[src/rtl/mem_access_ctrl_if.sv]
// Requester and memory-port signal bundle for mem_access_ctrl.
// slave: the controller side; master: requesters plus memory.
interface mem_access_ctrl_if;
    logic        if_req_valid;
    logic        if_req_ready;
    logic        if_req_we;
    logic [31:0] if_req_addr;
    logic [31:0] if_req_wdata;
    logic        if_rsp_valid;
    logic [31:0] if_rsp_rdata;
    logic        if_rsp_err;

    logic        dm_req_valid;
    logic        dm_req_ready;
    logic        dm_req_we;
    logic [31:0] dm_req_addr;
    logic [31:0] dm_req_wdata;
    logic        dm_rsp_valid;
    logic [31:0] dm_rsp_rdata;
    logic        dm_rsp_err;

    logic [31:0] mem_addr;
    logic [31:0] mem_wdata;
    logic [1:0]  mem_write_select;
    logic [31:0] mem_rdata;
    logic        busy;

    modport slave (
        input  if_req_valid, if_req_we, if_req_addr, if_req_wdata,
        output if_req_ready, if_rsp_valid, if_rsp_rdata, if_rsp_err,
        input  dm_req_valid, dm_req_we, dm_req_addr, dm_req_wdata,
        output dm_req_ready, dm_rsp_valid, dm_rsp_rdata, dm_rsp_err,
        output mem_addr, mem_wdata, mem_write_select, busy,
        input  mem_rdata
    );

    modport master (
        output if_req_valid, if_req_we, if_req_addr, if_req_wdata,
        input  if_req_ready, if_rsp_valid, if_rsp_rdata, if_rsp_err,
        output dm_req_valid, dm_req_we, dm_req_addr, dm_req_wdata,
        input  dm_req_ready, dm_rsp_valid, dm_rsp_rdata, dm_rsp_err,
        input  mem_addr, mem_wdata, mem_write_select, busy,
        output mem_rdata
    );
endinterface

[src/rtl/mem_access_ctrl.sv]
// Round-robin arbiter and sequencer for the shared instruction/data memory port.
// Optional access counters enabled by defining MEM_ACCESS_CTRL_PERF_EN.
module mem_access_ctrl #(
    parameter int unsigned READ_LATENCY = 1,
    parameter int unsigned DEPTH        = 4096
) (
    input  logic clk,
    input  logic rst,
    mem_access_ctrl_if.slave bus
`ifdef MEM_ACCESS_CTRL_PERF_EN
    ,
    output logic [31:0] perf_if_count,
    output logic [31:0] perf_dm_count,
    output logic [31:0] perf_err_count
`endif
);

    typedef enum logic [1:0] {IDLE, ACCESS, RESP} state_t;

    state_t      r_state;
    state_t      w_next;
    logic        r_src;
    logic        r_we;
    logic        r_err;
    logic        r_prefer_dm;
    logic [31:0] r_addr;
    logic [31:0] r_wdata;
    logic [31:0] r_rdata;
    logic [2:0]  r_cnt;

    logic        w_grant_dm;
    logic        w_grant_if;
    logic        w_accept;
    logic        w_req_we;
    logic [31:0] w_req_addr;
    logic [31:0] w_req_wdata;
    logic        w_req_oor;
    logic        w_last;

    // Grant only goes to a port that is requesting; the pointer breaks ties.
    always_comb begin
        w_grant_dm  = bus.dm_req_valid && (!bus.if_req_valid || r_prefer_dm);
        w_grant_if  = bus.if_req_valid && !w_grant_dm;
        w_accept    = (r_state == IDLE) && (w_grant_dm || w_grant_if);
        w_req_we    = w_grant_dm ? bus.dm_req_we    : bus.if_req_we;
        w_req_addr  = w_grant_dm ? bus.dm_req_addr  : bus.if_req_addr;
        w_req_wdata = w_grant_dm ? bus.dm_req_wdata : bus.if_req_wdata;
        w_req_oor   = (w_req_addr >= 32'(DEPTH));
        w_last      = (r_cnt == 3'(READ_LATENCY - 1));
    end

    always_ff @(posedge clk or posedge rst) begin
        if (rst) begin
            r_state <= IDLE;
        end else begin
            r_state <= w_next;
        end
    end

    always_comb begin
        w_next = r_state;
        case (r_state)
            IDLE:    if (w_accept) w_next = w_req_oor ? RESP : ACCESS;
            ACCESS:  if (w_last) w_next = RESP;
            RESP:    w_next = IDLE;
            default: w_next = IDLE;
        endcase
    end

    always_ff @(posedge clk or posedge rst) begin
        if (rst) begin
            r_src       <= 1'b0;
            r_we        <= 1'b0;
            r_err       <= 1'b0;
            r_prefer_dm <= 1'b1;
            r_addr      <= '0;
            r_wdata     <= '0;
            r_rdata     <= '0;
            r_cnt       <= '0;
        end else begin
            case (r_state)
                IDLE: begin
                    if (w_accept) begin
                        r_src       <= w_grant_dm;
                        r_we        <= w_req_we;
                        r_addr      <= w_req_addr;
                        r_wdata     <= w_req_wdata;
                        r_err       <= w_req_oor;
                        r_rdata     <= '0;
                        r_cnt       <= '0;
                        r_prefer_dm <= !w_grant_dm;
                    end
                end
                ACCESS: begin
                    r_cnt <= r_cnt + 3'd1;
                    if (w_last && !r_we) r_rdata <= bus.mem_rdata;
                end
                default: ;
            endcase
        end
    end

    // Write strobe only in the first ACCESS cycle; address/data held for the whole window.
    always_comb begin
        bus.if_req_ready     = (r_state == IDLE) && w_grant_if;
        bus.dm_req_ready     = (r_state == IDLE) && w_grant_dm;
        bus.if_rsp_valid     = 1'b0;
        bus.if_rsp_rdata     = '0;
        bus.if_rsp_err       = 1'b0;
        bus.dm_rsp_valid     = 1'b0;
        bus.dm_rsp_rdata     = '0;
        bus.dm_rsp_err       = 1'b0;
        bus.mem_addr         = '0;
        bus.mem_wdata        = '0;
        bus.mem_write_select = 2'd2;
        bus.busy             = (r_state != IDLE);
        case (r_state)
            ACCESS: begin
                bus.mem_addr = r_addr;
                if (r_we) begin
                    bus.mem_wdata = r_wdata;
                    if (r_cnt == '0) bus.mem_write_select = {1'b0, r_src};
                end
            end
            RESP: begin
                if (r_src) begin
                    bus.dm_rsp_valid = 1'b1;
                    bus.dm_rsp_rdata = r_rdata;
                    bus.dm_rsp_err   = r_err;
                end else begin
                    bus.if_rsp_valid = 1'b1;
                    bus.if_rsp_rdata = r_rdata;
                    bus.if_rsp_err   = r_err;
                end
            end
            default: ;
        endcase
    end

`ifdef MEM_ACCESS_CTRL_PERF_EN
    always_ff @(posedge clk or posedge rst) begin
        if (rst) begin
            perf_if_count  <= '0;
            perf_dm_count  <= '0;
            perf_err_count <= '0;
        end else if (w_accept) begin
            if (w_grant_if && perf_if_count != '1) perf_if_count <= perf_if_count + 32'd1;
            if (w_grant_dm && perf_dm_count != '1) perf_dm_count <= perf_dm_count + 32'd1;
            if (w_req_oor && perf_err_count != '1) perf_err_count <= perf_err_count + 32'd1;
        end
    end
`endif

endmodule
[src/flat_wrapper.sv]
// flat-port wrapper written by rule: the top's interface ports become plain ports
module mem_access_ctrl_flat 
#(
    parameter int unsigned READ_LATENCY = 1,
    parameter int unsigned DEPTH        = 4096
)
  (clk, rst, bus_if_req_valid, bus_if_req_we, bus_if_req_addr, bus_if_req_wdata, bus_if_req_ready, bus_if_rsp_valid, bus_if_rsp_rdata, bus_if_rsp_err, bus_dm_req_valid, bus_dm_req_we, bus_dm_req_addr, bus_dm_req_wdata, bus_dm_req_ready, bus_dm_rsp_valid, bus_dm_rsp_rdata, bus_dm_rsp_err, bus_mem_addr, bus_mem_wdata, bus_mem_write_select, bus_busy, bus_mem_rdata);
  mem_access_ctrl_if bus_i ();
  input  logic clk;
  input  logic rst;
  input wire logic [$bits(bus_i.if_req_valid)-1:0] bus_if_req_valid;
  input wire logic [$bits(bus_i.if_req_we)-1:0] bus_if_req_we;
  input wire logic [$bits(bus_i.if_req_addr)-1:0] bus_if_req_addr;
  input wire logic [$bits(bus_i.if_req_wdata)-1:0] bus_if_req_wdata;
  output wire logic [$bits(bus_i.if_req_ready)-1:0] bus_if_req_ready;
  output wire logic [$bits(bus_i.if_rsp_valid)-1:0] bus_if_rsp_valid;
  output wire logic [$bits(bus_i.if_rsp_rdata)-1:0] bus_if_rsp_rdata;
  output wire logic [$bits(bus_i.if_rsp_err)-1:0] bus_if_rsp_err;
  input wire logic [$bits(bus_i.dm_req_valid)-1:0] bus_dm_req_valid;
  input wire logic [$bits(bus_i.dm_req_we)-1:0] bus_dm_req_we;
  input wire logic [$bits(bus_i.dm_req_addr)-1:0] bus_dm_req_addr;
  input wire logic [$bits(bus_i.dm_req_wdata)-1:0] bus_dm_req_wdata;
  output wire logic [$bits(bus_i.dm_req_ready)-1:0] bus_dm_req_ready;
  output wire logic [$bits(bus_i.dm_rsp_valid)-1:0] bus_dm_rsp_valid;
  output wire logic [$bits(bus_i.dm_rsp_rdata)-1:0] bus_dm_rsp_rdata;
  output wire logic [$bits(bus_i.dm_rsp_err)-1:0] bus_dm_rsp_err;
  output wire logic [$bits(bus_i.mem_addr)-1:0] bus_mem_addr;
  output wire logic [$bits(bus_i.mem_wdata)-1:0] bus_mem_wdata;
  output wire logic [$bits(bus_i.mem_write_select)-1:0] bus_mem_write_select;
  output wire logic [$bits(bus_i.busy)-1:0] bus_busy;
  input wire logic [$bits(bus_i.mem_rdata)-1:0] bus_mem_rdata;
  assign bus_i.if_req_valid = bus_if_req_valid;
  assign bus_i.if_req_we = bus_if_req_we;
  assign bus_i.if_req_addr = bus_if_req_addr;
  assign bus_i.if_req_wdata = bus_if_req_wdata;
  assign bus_if_req_ready = bus_i.if_req_ready;
  assign bus_if_rsp_valid = bus_i.if_rsp_valid;
  assign bus_if_rsp_rdata = bus_i.if_rsp_rdata;
  assign bus_if_rsp_err = bus_i.if_rsp_err;
  assign bus_i.dm_req_valid = bus_dm_req_valid;
  assign bus_i.dm_req_we = bus_dm_req_we;
  assign bus_i.dm_req_addr = bus_dm_req_addr;
  assign bus_i.dm_req_wdata = bus_dm_req_wdata;
  assign bus_dm_req_ready = bus_i.dm_req_ready;
  assign bus_dm_rsp_valid = bus_i.dm_rsp_valid;
  assign bus_dm_rsp_rdata = bus_i.dm_rsp_rdata;
  assign bus_dm_rsp_err = bus_i.dm_rsp_err;
  assign bus_mem_addr = bus_i.mem_addr;
  assign bus_mem_wdata = bus_i.mem_wdata;
  assign bus_mem_write_select = bus_i.mem_write_select;
  assign bus_busy = bus_i.busy;
  assign bus_i.mem_rdata = bus_mem_rdata;
  mem_access_ctrl #(.READ_LATENCY(READ_LATENCY), .DEPTH(DEPTH)) u_core (.clk(clk), .rst(rst), .bus(bus_i));
endmodule
[config.mk]
export PLATFORM = sky130hd
export DESIGN_NAME = mem_access_ctrl_flat
export DESIGN_NICKNAME = d
export VERILOG_FILES = /design/src/rtl/mem_access_ctrl_if.sv /design/src/rtl/mem_access_ctrl.sv /design/src/flat_wrapper.sv
export SDC_FILE = /design/constraint.sdc
export NUM_CORES = 1
export LEC_CHECK = 0
export CAP_MARGIN = 5
export CORE_MARGIN = 4
export CORE_UTILIZATION = 30
export DETAILED_ROUTE_END_ITERATION = 8
export GPL_ROUTABILITY_DRIVEN = 1
export PLACE_DENSITY = 0.61
export RECOVER_POWER = 50
export SLEW_MARGIN = 5
export SYNTH_ARGS = -nofsm -noshare
export SYNTH_HDL_FRONTEND = slang
export SYNTH_SLANG_ARGS = --single-unit
[constraint.sdc]
create_clock -name clk -period 4.75 [get_ports clk]
set_input_delay 0.95 -clock clk [delete_from_list [all_inputs] [get_ports clk]]
set_output_delay 0.95 -clock clk [all_outputs]
set_load 0.005 [all_outputs]
==> flow_summary.ini <==
[clock_network]
cts_buffers = 9
clk_pin_slew_worst_paths_ps = 70
cts_sinks = 105
h-tree-depth = 3
cts_resized = 0
cts.path.max_buffers = 2
cts_setup_buffers = 0
cts_tree = built
cts_root_buffer = clkbuf_16
clkLatencyLatePin_ps = 350
cts.hold.buffers_added = 0

[logic_synthesis]
yosysSeqAreaShare_pct = 45.0
synth_seq_cells = 105
syn_nets = 797
yosys_warnings = 0
synth_ff_type = dfrtp_1
yosysUniqueCellTypes = 36
synth-edff-count = 0
syn_area_um2 = 5850
syn_area_per_cell_um2 = 9.29
async_reset_ff_share_pct = 100
netlist_instances = 629

[placement]
gp_congestion = 0.765
io_buffers = 302
dp.cells = 1150
dpl.hpwl_mm = 14.3

[worst_setup_path]
criticalPathCategory = in -> reg
crit_fanout = 53
arrival_ps = 4040
cp.required_ps = 4870
critPathCaptureType = flop
path_cells = dlygate4sd3_1 -> and2b_1 -> nand2b_4 -> clkbuf_2 -> o31ai_1 -> a32oi_1
rr_worst_depth = 4
start_kind = primary input
cp_slowest_cell = clkbuf_2
max_stage_delay_ps = 940

[outcome]
violations = capacitance limit, slew limit
status = complete, but fails checks

[detailed_routing]
ant_nets = 0
vias = 5136
drcViolationCount = 0
firstDrtPassIters = 4
viasPerCell = 4.41
wl_per_cell_um = 16.1
drt_wl_total_mm = 18.7
drtIter0Drc = 197

[die]
num_io_pins = 303
die_area_um2 = 21800
fp.coreArea_um2 = 19000
fp.dieH_um = 148
row_count = 50
start_util_pct = 30.8
die_w_um = 148

[pwr]
irDropWorstVdd_mv = 0.155
powerDensity_nw_per_um2 = 261
power_leakage_uw = 0.00412

[timing]
relSlewSlack_pct = -86.8
fin_crit_sh_pct = 82.5
setup_viol = 0
tightest_slew_ps = 2790
max_freq_ghz = 0.255
finalMaxSlewViolations = 279
finalCriticalPeriod_ps = 3920
tns_ps = 0
rsz0062_at_grt = false
skew_ps = 9.51
hold_violations = 0

[grt]
grt_pass1_vias = 5115
grt_max_degree = 131
grtUsageTotal_pct = 16.8
grt_antenna_before_repair = 0
grt_pass1_wl_mm = 28.7
grt_overflow = 0

[cells_and_area]
final_cell_count_no_fill = 1165
area_delta_synth_final_pct = 59.0
final_common_cell = clkdlybuf4s50_1
drive_above_1_share_pct = 2.87
mostFrequentLayoutCells = 300 x clkdlybuf4s50_1, 104 x dfrtp_1, 101 x nand2_1, 98 x and2_1, 95 x mux2i_1
n_antenna_cell = 0
final_nets = 1069

[worst_hold_path]
hold_path_depth = 2
hold_path_class = reg -> reg

[flow_run]
max_cap_violations = 4
==> synth_stat cells (2+ instances only) <==
master | number | area share [%]
mux2i_1 | 95 | 16
a221o_1 | 2 | 0.34
clkbuf_1 | 32 | 2.1
inv_1 | 39 | 2.5
nand2_1 | 101 | 6.5
ha_1 | 2 | 0.43
dfrtp_1 | 104 | 45
and2_1 | 100 | 11
o21ai_1 | 13 | 1.1
a31oi_1 | 2 | 0.21
nand2b_1 | 2 | 0.21
buf_2 | 4 | 0.34
buf_4 | 2 | 0.26
buf_6 | 10 | 1.9
nor4_1 | 9 | 0.96
nor2b_1 | 3 | 0.32
nand3_1 | 2 | 0.17
o21ai_0 | 52 | 4.5
and3_1 | 34 | 3.6
nor2_1 | 5 | 0.32
==> power breakdown <==
part / internal (uW) / total, uW / switching [uW]
registers: 1020 / 1080 / 63.7
clock network: 513 / 845 / 333
logic: 264 / 496 / 232
total: 1790 / 2420 / 628
==> state kept, by name, indices dropped and copies added (netlist names) <==
signal,flops
u_core.r_prefer_dm,1
u_core.r_src,1
u_core.r_wdata,32
u_core.r_state,2
u_core.r_rdata,32
u_core.r_addr,32
u_core.r_cnt,3
u_core.r_err,1
u_core.r_we,1
==> layer usage <==
layer / share of wire [%] / track usage (%)
met2: 46 / 27.7
met3: 7.9 / 4.75
met5: 0 / 0
met4: 1.8 / 5.41
met1: 44 / 21.3
==> layout make-up <==
type                            count  area, um^2
Clock buffer                       10         229
Clock inverter                      5         105
Fill cell                        1844        9660
Inverter                           39         148
Multi-Input combinational cell    437        2790
Sequential cell                   105        2630
Tap cell                          260         325
Timing Repair Buffer              309        3070
==> final timing paths <==
path / slack (ps) / start / endpoint
max in group asynchronous: 1300 / rst / u_core.r_wdata[11]
min in group asynchronous: 1820 / rst / u_core.r_rdata[25]
worst max register to register: 1000 / u_core.r_state[1] / u_core.r_rdata[1]
worst min-delay path: 470 / u_core.r_addr[30] / u_core.r_addr[30]
worst max-delay path: 830 / bus_if_req_valid / u_core.r_state[1]
worst min register to register: 470 / u_core.r_addr[30] / u_core.r_addr[30]
==> kinds of logic after synthesis <==
kind of cell             Yosys count  synth area share, %
AND/OR/NAND/NOR                  259                 23.3
flip-flops                       105                 45.0
multiplexers                      95                 16.3
buffers and inverters             87                 7.08
AO/OA/AOI/OAI                     80                 7.83
adder cells (fa/ha/maj)            2                0.428
XOR/XNOR                           1                0.150
==> per-stage QoR <==
step	hold WS [ps]	total power, uW	instance area, um^2	utilization, %	setup WS (ps)
after CTS	478	2460	9350	49.3	940
after floorplan	442	1370	5850	-	1040
after global routing	492	2570	9290	49.0	604
after global placement	453	1590	9020	47.6	957
after detailed placement	462	1600	9020	47.6	953
final	472	2420	9290	49.0	831
==> worst max-delay path, delay by kind of cell <==
family,cells,cell delay [ps]
buf+inv,2,1530
compound gates,2,1020
simple gates,2,470
(Power assumes the default switching activity.)
